--- config.mk ---
export PLATFORM = sky130hd
export DESIGN_NAME = stream_demux
export DESIGN_NICKNAME = d
export VERILOG_FILES = /design/src/rtl/stream_demux_pkg.sv /design/src/rtl/demux_slot.sv /design/src/rtl/stream_demux.sv
export SDC_FILE = /design/constraint.sdc
export NUM_CORES = 1
export LEC_CHECK = 0
export CORE_MARGIN = 10
export CORE_UTILIZATION = 35
export CTS_BUF_LIST = sky130_fd_sc_hd__clkbuf_8
export CTS_CLUSTER_DIAMETER = 200
export DETAILED_ROUTE_END_ITERATION = 8
export DONT_BUFFER_PORTS = 1
export PLACE_DENSITY = 0.52
export SLEW_MARGIN = 20
export SYNTH_ARGS = -nofsm -noshare
export SYNTH_HDL_FRONTEND = slang
export SYNTH_SLANG_ARGS = --single-unit
--- constraint.sdc ---
create_clock -name clk -period 1.77 [get_ports clk]
set_clock_uncertainty 0.05 [all_clocks]
set_input_delay 0.531 -clock clk [delete_from_list [all_inputs] [get_ports clk]]
set_output_delay 0.531 -clock clk [all_outputs]
set_load 0.01 [all_outputs]
--- src/rtl/stream_demux_pkg.sv ---
// Shared constants for the four-way stream demultiplexer: channel count,
// select width and the channel index of each named output.
package stream_demux_pkg;

    localparam int NUM_CH = 4;
    localparam int SEL_W  = 2;

    localparam logic [SEL_W-1:0] CH_A = 2'd0;
    localparam logic [SEL_W-1:0] CH_B = 2'd1;
    localparam logic [SEL_W-1:0] CH_C = 2'd2;
    localparam logic [SEL_W-1:0] CH_D = 2'd3;

endpackage

--- src/rtl/demux_slot.sv ---
// One-entry valid/ready holding register. A write always wins over a drain,
// so a slot that is read and written in the same cycle stays full with the
// new word, giving one word per cycle of throughput.
module demux_slot #(
    parameter int DATA_W = 8
) (
    input  logic              clk,
    input  logic              rst,
    input  logic              i_wr_en,
    input  logic [DATA_W-1:0] i_wr_data,
    input  logic              i_rd_ready,
    output logic              o_valid,
    output logic [DATA_W-1:0] o_data
);

    logic              r_valid;
    logic [DATA_W-1:0] r_data;

    // Load on write, empty on drain; reset clears both flag and payload.
    always_ff @(posedge clk or posedge rst) begin
        if (rst) begin
            r_valid <= 1'b0;
            r_data  <= '0;
        end else if (i_wr_en) begin
            r_valid <= 1'b1;
            r_data  <= i_wr_data;
        end else if (r_valid && i_rd_ready) begin
            r_valid <= 1'b0;
        end
    end

    assign o_valid = r_valid;
    assign o_data  = r_data;

endmodule

--- src/rtl/stream_demux.sv ---
// Four-way stream demultiplexer. Each input word is steered by {s1,s0} into
// one of four independent one-entry slots; each slot drains on its own
// ready. The input is back-pressured only by the slot currently selected.
module stream_demux
    import stream_demux_pkg::*;
#(
    parameter int DATA_W = 8
) (
    input  logic                     clk,
    input  logic                     rst,
    input  logic                     in_valid,
    output logic                     in_ready,
    input  logic [DATA_W-1:0]        in_data,
    input  logic                     s1,
    input  logic                     s0,
    output logic [NUM_CH-1:0]        out_valid,
    input  logic [NUM_CH-1:0]        out_ready,
    output logic [NUM_CH*DATA_W-1:0] out_data,
    output logic                     busy
);

    logic [SEL_W-1:0]  w_sel;
    logic              w_accept;
    logic [NUM_CH-1:0] w_wr_en;

    assign w_sel    = {s1, s0};
    // The selected slot can take a word if it is empty or being drained now.
    assign in_ready = !out_valid[w_sel] || out_ready[w_sel];
    assign w_accept = in_valid && in_ready;
    assign busy     = |out_valid;

    for (genvar n = 0; n < NUM_CH; n++) begin : g_slot
        assign w_wr_en[n] = w_accept && (w_sel == SEL_W'(n));

        demux_slot #(
            .DATA_W (DATA_W)
        ) u_slot (
            .clk        (clk),
            .rst        (rst),
            .i_wr_en    (w_wr_en[n]),
            .i_wr_data  (in_data),
            .i_rd_ready (out_ready[n]),
            .o_valid    (out_valid[n]),
            .o_data     (out_data[n*DATA_W +: DATA_W])
        );
    end

endmodule

Word-level counts from Yosys, hierarchy flattened
Index checks and enable logic that the tools add are counted.
{"block": "word_totals", "reg_bits": 36, "in_bits": 17, "elab_cells": 41}
{"block": "classes", "n_lt_le_gt_ge": 1, "n_eq_ne": 3, "muxes": 12, "reduce_logical": 17}
{"op": "$mux 1", "n": 10}
{"op": "$logic_and 1x1->1", "n": 9}
{"op": "$reduce_bool 2->1", "n": 4}
{"op": "$bmux 1 s2", "n": 2}
{"op": "$eq 2x2->1 const B", "n": 2}
{"op": "$reduce_or 4->1", "n": 1}
{"op": "$lt 2x3->1 const B", "n": 1}
{"op": "$eq 2x1->1 const B", "n": 1}
{"op": "$logic_not 2->1", "n": 1}
{"op": "$logic_not 1->1", "n": 1}
{"op": "$logic_or 1x1->1", "n": 1}

Longest topological paths before layout
Gate-level depths: netlist (run 1).
{"block": "depth", "ltp_word": 7, "ltp_mapped": 4, "ltp_nobuf": 3}

Cells and area by module
From an unflattened synthesis (run 1), not the netlist that was laid out.
{"block": "unflattened", "cells_unflattened": 94, "area_unflattened_um2": 1586.5}
{"module": "demux_slot", "instances": 4, "cells_per_inst": 21, "area_per_inst_um2": 372.9}
{"module": "stream_demux", "instances": 1, "cells_per_inst": 10, "area_per_inst_um2": 95.1}

Worst setup path before layout (run 1)
No wires, ideal clock.
{"block": "synth_timing", "kind": "input-to-output", "start": "in out_ready[0]", "end": "out in_ready", "arrival_ns": 1.179, "required_time_ns": 1.189, "path_slack_ns": 0.010, "stages": 2, "path_cell_list": "nand2b_1 -> mux4_2"}
{"block": "synth_between", "elab_chain_len": 3}
{"element": "start: declaration", "line": "stream_demux.sv:17", "rtl": "input logic [NUM_CH-1:0] out_ready,"}
{"element": "$bmux 1 s2", "line": "stream_demux.sv:28", "rtl": "assign in_ready = !out_valid[w_sel] || out_ready[w_sel];"}
{"element": "$mux 1 (not written as such)", "line": "stream_demux.sv:28"}
{"element": "$logic_or 1x1->1", "line": "stream_demux.sv:28"}
{"element": "end: declaration", "line": "stream_demux.sv:12", "rtl": "output logic in_ready,"}
No other way between the ends. The select of a mux whose other input is x is not followed.

Worst setup path in the final report (run 1)
{"block": "layout_timing", "start": "reg g_slot[0].u_slot.r_valid", "end": "out in_ready"}
{"block": "layout_between", "elab_chain_len": 4}
{"element": "start: declaration", "line": "demux_slot.sv:16", "rtl": "logic r_valid;"}
{"element": "start signal: assignment", "line": "demux_slot.sv:22", "rtl": "r_valid <= 1'b0;"}
{"element": "start signal: assignment", "line": "demux_slot.sv:25", "rtl": "r_valid <= 1'b1;"}
{"element": "start signal: assignment", "line": "demux_slot.sv:28", "rtl": "r_valid <= 1'b0;"}
{"element": "$bmux 1 s2", "line": "stream_demux.sv:28"}
{"element": "$mux 1 (not written as such)", "line": "stream_demux.sv:28"}
{"element": "$logic_not 1->1", "line": "stream_demux.sv:28"}
{"element": "$logic_or 1x1->1", "line": "stream_demux.sv:28"}
No other way between the ends. The select of a mux whose other input is x is not followed.

==> metrics.txt, run 1 <==
total gr overflow=0; Max Fclk=528 MHz; Worst-path clk slew=0.07 ns; Vias=774; IO Count=55; CTS tree=yes; worst vdd ir=0.000614 V; crit path cell chain=nand2b_1 -> mux4_2; Max Cap Viol=0; Sequential Power Share=58.7%; worst r2r path cells=6; die area=7080 sq um; critical-path maximum fanout=3; Register Area=901 sq um; CTS buffer count=5; Comb pwr share=11.2%; Critical path destination=in_ready; Vias/cell=5.03; YS warnings=0; Routed Antenna Nets=0; Arr. time, crit path=1.31 ns; Final nets=121; GRT Total Usage=9.36%; RSZ-0062 raised after global routing=true; measured slew at the worst slew-check pin=0.453 ns; drt drc=0; Int Pwr=1.48 mW; insertion delay to the later sink of the worst-skew pair=0.28 ns; Psw=0.546 mW; Placed Instance Area=1530 sq um; CP Capture Type=output port; synthesized flop and latch total=36; combined area of all synthesized cells=1440 sq um; Mapped Cells=93; Root Driver=clkbuf_8; routed wire length=3250 um; crit share post-route=107%; Starting Density=36.0%; most frequent cells in the layout=dfrtp_1 (36), mux2_2 (32), buf_4 (9); met2 usage=15.1%; Util after Layout=41.1%; final-report setup violation count=2; FILL cells=378; number of global-route vias before repair=889; # rows=23; H-tree depth=2; GR Util met3=7.34%; die span in y=84.1 um; switch share=27.0%; initial antenna violation count=0; Area growth, synth to finish=14.2%; hold_ws=0.193 ns; commonest non-fill, non-tap cell in the layout=dfrtp_1; Crit Path Class=reg -> out; failing checks=setup timing; relative max-transition margin=69.8%; met1 global-route usage=9.08%; Worst R2R Start=g_slot[1].u_slot.o_valid; area of the multi-input gates=493 sq um; Net Count, Synth=110; largest net degree at the start of global routing=37; total iterations of the first detailed-routing run=2; PortBufs=0; part of the power in the clock network=30.1%; Hold Path Class=in -> async; fin worst setup slack=-0.126 ns; # resized after CTS=0; Final Wtd Congestion=0.792; share of post-route cells with drive strength above 1=50.0%; Slew Viols, Final=0; Initial DRC Count=12; core area=4000 sq um; syn_area_per_cell=15.5 sq um; Pleak=0.723 nW; chip width=84.1 um; Final Hold Fails=0; Design Power=2.02 mW; Clock Sinks=36; post-synthesis sequential area ratio=62.6%; n_diodes=0; global-route wire length before repair=5130 um; run status=finished with violations; WP data required=1.19 ns; Worst R2R End=g_slot[1].u_slot.o_data[3]; Largest stage delay, worst path=0.51 ns; post-route cell area=1640 sq um; Cell variety after synth=15; crit path launch type=flip-flop; Max Buffers Root-to-Sink=2; busiest grt layer=met2; pwr/cell area=1230 nW/um^2; routed len/inst=21.1 um; fin crit period=1.90 ns; half-perimeter wire length after placement=2390 um; worst reg2reg setup slack=0.19 ns; cell with the largest stage delay on the worst path=mux4_2; Critical path origin=g_slot[0].u_slot.o_valid
## worst min-delay path by stage
stage,cells past startpoint,slack [ns],endpoint
final,2,0.19,g_slot[2].u_slot.o_valid
after global routing,2,0.22,g_slot[2].u_slot.o_valid
after CTS,2,0.21,g_slot[0].u_slot.o_valid
after detailed placement,2,0.51,g_slot[1].u_slot.o_valid
after global placement,2,0.50,g_slot[2].u_slot.o_valid
after floorplan,2,0.44,g_slot[3].u_slot.o_valid
## cell usage after synthesis
| cell type | count | area share (%) |
|---|---|---|
| mux4_2 | 1 | 1.6 |
| nand3b_2 | 1 | 0.78 |
| buf_4 | 5 | 2.6 |
| nand2_1 | 5 | 1.3 |
| nor2b_1 | 2 | 0.87 |
| dfrtp_1 | 36 | 63 |
| o21ai_0 | 1 | 0.35 |
| or4_1 | 1 | 0.52 |
| nand2b_1 | 4 | 1.7 |
| inv_1 | 1 | 0.26 |
| buf_2 | 1 | 0.35 |
| nand3_1 | 1 | 0.35 |
| nor3b_4 | 1 | 1.3 |
| and3_1 | 1 | 0.43 |
| mux2_2 | 32 | 25 |
## logic make-up (layout without fill, tap and decap cells)
family	Yosys count	in the layout	synth area share, %
AOI/OAI and AO/OA	1	1	0.347
buffers and inverters	7	18	3.21
DFF	36	36	62.6
muxes	33	33	26.6
and+or+nand+nor	16	16	7.30
## area by class of cell
| class | count | share of cell area [%] |
|---|---|---|
| clock buffers | 7 | 5.86 |
| inverters | 1 | 0.228 |
| multi-input cells | 50 | 30.0 |
| flip-flops and latches | 36 | 54.8 |
| well taps | 50 | 3.81 |
| repair buffers | 10 | 5.33 |
## layer usage
metal | part of all wire, % | wire (um)
met5 | 0 | 0
met1 | 36 | 1160
met2 | 49 | 1590
met4 | 0.95 | 31
met3 | 14 | 464
## registers in the layout (all words and copies together) (netlist names)
signal                 cells
g_slot.u_slot.o_data      32
g_slot.u_slot.o_valid      4
## per-stage QoR
| step | setup WS [ns] | TNS [ns] | cells |
|---|---|---|---|
| 3_3_place_gp | -0.00954 | -0.00954 | 145 |
| 2_1_floorplan | 0.00979 | 0 | 93 |
| 3_5_place_dp | -0.0195 | -0.0195 | 145 |
| 4_1_cts | -0.142 | -0.282 | 154 |
| 5_1_grt | -0.191 | -0.357 | 154 |
| 6_report | -0.126 | -0.249 | 154 |
## critical path: cells and delay by family (launching register included)
kind / cells / cell delay [ns]
muxes: 1 / 0.51
and+or+nand+nor: 1 / 0.11
DFF: 1 / 0.42
## repair_timing
action | in CTS | in global routing
buffers inserted | 2 | 0
hold buffers | 0 | 0
endpoints found under the setup margin | 2 | 2
## power by group through the flow
stage | sequential [mW] | clock [mW] | combinational (mW)
after detailed placement | 1.21 | 0 | 0.230
after CTS | 1.20 | 0.638 | 0.234
after global placement | 1.21 | 0 | 0.219
after floorplan | 1.15 | 0 | 0.201
final | 1.19 | 0.609 | 0.227
after global routing | 1.21 | 0.669 | 0.256
(Power assumes the default switching activity.)
==> inputs of run 2 (changes only) <==
--- a/config.mk
+++ b/config.mk
@@ -10,8 +10,7 @@
 export CTS_BUF_LIST = sky130_fd_sc_hd__clkbuf_8
 export CTS_CLUSTER_DIAMETER = 200
 export DETAILED_ROUTE_END_ITERATION = 8
-export DONT_BUFFER_PORTS = 1
-export PLACE_DENSITY = 0.52
+export PLACE_DENSITY = 0.72
 export SLEW_MARGIN = 20
 export SYNTH_ARGS = -nofsm -noshare
 export SYNTH_HDL_FRONTEND = slang
==> constraint.sdc (replaced) <==
create_clock -name clk -period 1.6 [get_ports clk]
set_clock_uncertainty 0.05 [all_clocks]
set_input_delay 0.48 -clock clk [delete_from_list [all_inputs] [get_ports clk]]
set_output_delay 0.48 -clock clk [all_outputs]
set_load 0.01 [all_outputs]
==> run 2 against run 1 <==
Against the previous run: the flow still finishes with violations (setup timing); sequential share of layout area shrank 17 points; sequential power is essentially flat; routed wire length grew 23%; register-to-register slack lost 0.14 ns; clock power grew 41%; final cell count grew 41%; via count grew 33%; power grew 37%; flip-flop and latch count is the same; die area is the same; global-route usage grew 1.8 points; first-iteration DRC count grew to 2.8 times the previous value; critical path type unchanged; largest cell class unchanged; largest power group unchanged.
==> metrics.txt, run 2 (synthesis results as in run 1) <==
run status=finished with violations; failing checks=setup timing; drt drc=0; global-route wire length before repair=6470 um; Arr. time, crit path=1.44 ns; post-route cell area=2360 sq um; measured slew at the worst slew-check pin=0.193 ns; Final Non-Filler Cells=217; CTS buffer count=5; insertion delay to the later sink of the worst-skew pair=0.27 ns; Pleak=1.14 nW; n_diodes=0; Starting Density=36.0%; core area=4000 sq um; WP data required=1.07 ns; Worst-path clk slew=0.07 ns; pwr/cell area=1180 nW/um^2; Routed Antenna Nets=0; relative max-transition margin=87.1%; Clock Sinks=36; # rows=23; final-report setup violation count=2; RSZ-0062 raised after global routing=true; total gr overflow=0; most frequent cells in the layout=dlygate4sd2_1 (37), dfrtp_1 (36), mux2_2 (23); worst vdd ir=0.000845 V; die span in y=84.1 um; die area=7080 sq um; fin crit period=1.97 ns; Hold Path Class=reg -> reg; Max Buffers Root-to-Sink=2; H-tree depth=2; placed insts=204; largest net degree at the start of global routing=37; Area growth, synth to finish=63.7%; Vias/cell=4.76; Initial DRC Count=34; Final Wtd Congestion=0.746; GRT Total Usage=11.2%; Final nets=183; total iterations of the first detailed-routing run=2; IO Count=55; Slew Viols, Final=0; chip width=84.1 um; critical-path maximum fanout=2; share of post-route cells with drive strength above 1=43.7%; Max Cap Viol=0; half-perimeter wire length after placement=2990 um; Vias=1033; max reg flops=32; routed wire length=4000 um; crit share post-route=123%; initial antenna violation count=0; hold_ws=0.453 ns; Root Driver=clkbuf_8; Max Fclk=507 MHz; Final Hold Fails=0; Placed Instance Area=2150 sq um; setup_tns=-0.653 ns; CTS tree=yes; dpl ws=-0.934 ns; commonest non-fill, non-tap cell in the layout=dlygate4sd2_1; crit path launch type=flip-flop; CP Capture Type=output port; number of global-route vias before repair=1221; PortBufs=54; fin worst setup slack=-0.371 ns; Crit Path Class=reg -> out; routed len/inst=18.4 um
## run 2: routing by layer
metal	wire [um]	vias up	track usage [%]
met3	399	4	5.80
met4	35	0	2.44
li1	-	474	-
met2	2010	34	18.8
met1	1550	521	12.2
met5	0	-	0
## run 2: area by class of cell
type                            instances  area [sq um]
Sequential cell                        36           901
Timing Repair Buffer                   71           662
Clock buffer                            7          96.3
Clock inverter                          1          30.0
Tap cell                               50          62.6
Fill cell                             320          1640
Inverter                                1          3.75
Multi-Input combinational cell         51           602
## run 2: where the power goes
part | internal (mW) | total [mW] | switching, mW
logic | 0.426 | 0.737 | 0.311
registers | 1.09 | 1.18 | 0.0946
clock network | 0.550 | 0.861 | 0.311
total | 2.06 | 2.78 | 0.717
## run 2: metrics by stage
stage	util, %	power (mW)
finish	58.9	2.78
global route	58.9	2.93
CTS	57.8	2.78
detailed placement	53.8	2.04
global placement	53.8	2.00
floorplan	-	1.51
## run 2: worst max-delay path: stages (launching register included)
cell and delay [ns]:
dfrtp_1 0.38, buf_6 0.12, nand2b_4 0.05, mux4_2 0.48, buf_6 0.14
## run 2: what timing repair did
item	4_1_cts	5_1_grt
gates cloned	1	0
endpoints found under the hold margin	0	0
hold buffers	0	0
setup endpoints to repair	70	13
gates resized for setup	69	15
buffers inserted	4	0
## run 2: final timing paths
check / startpoint / end / slack (ns) / cells after the start
setup / recovery: g_slot[3].u_slot.o_valid / in_ready / -0.37 / 4
hold / removal: g_slot[0].u_slot.o_data[5] / g_slot[0].u_slot.o_data[5] / 0.45 / 1
setup reg to reg: g_slot[3].u_slot.o_valid / g_slot[3].u_slot.o_data[2] / 0.05 / 7
hold reg to reg: g_slot[0].u_slot.o_data[5] / g_slot[0].u_slot.o_data[5] / 0.45 / 1
max in group asynchronous: rst / g_slot[3].u_slot.o_data[2] / 0.82 / 3
min in group asynchronous: rst / g_slot[2].u_slot.o_data[4] / 0.49 / 3
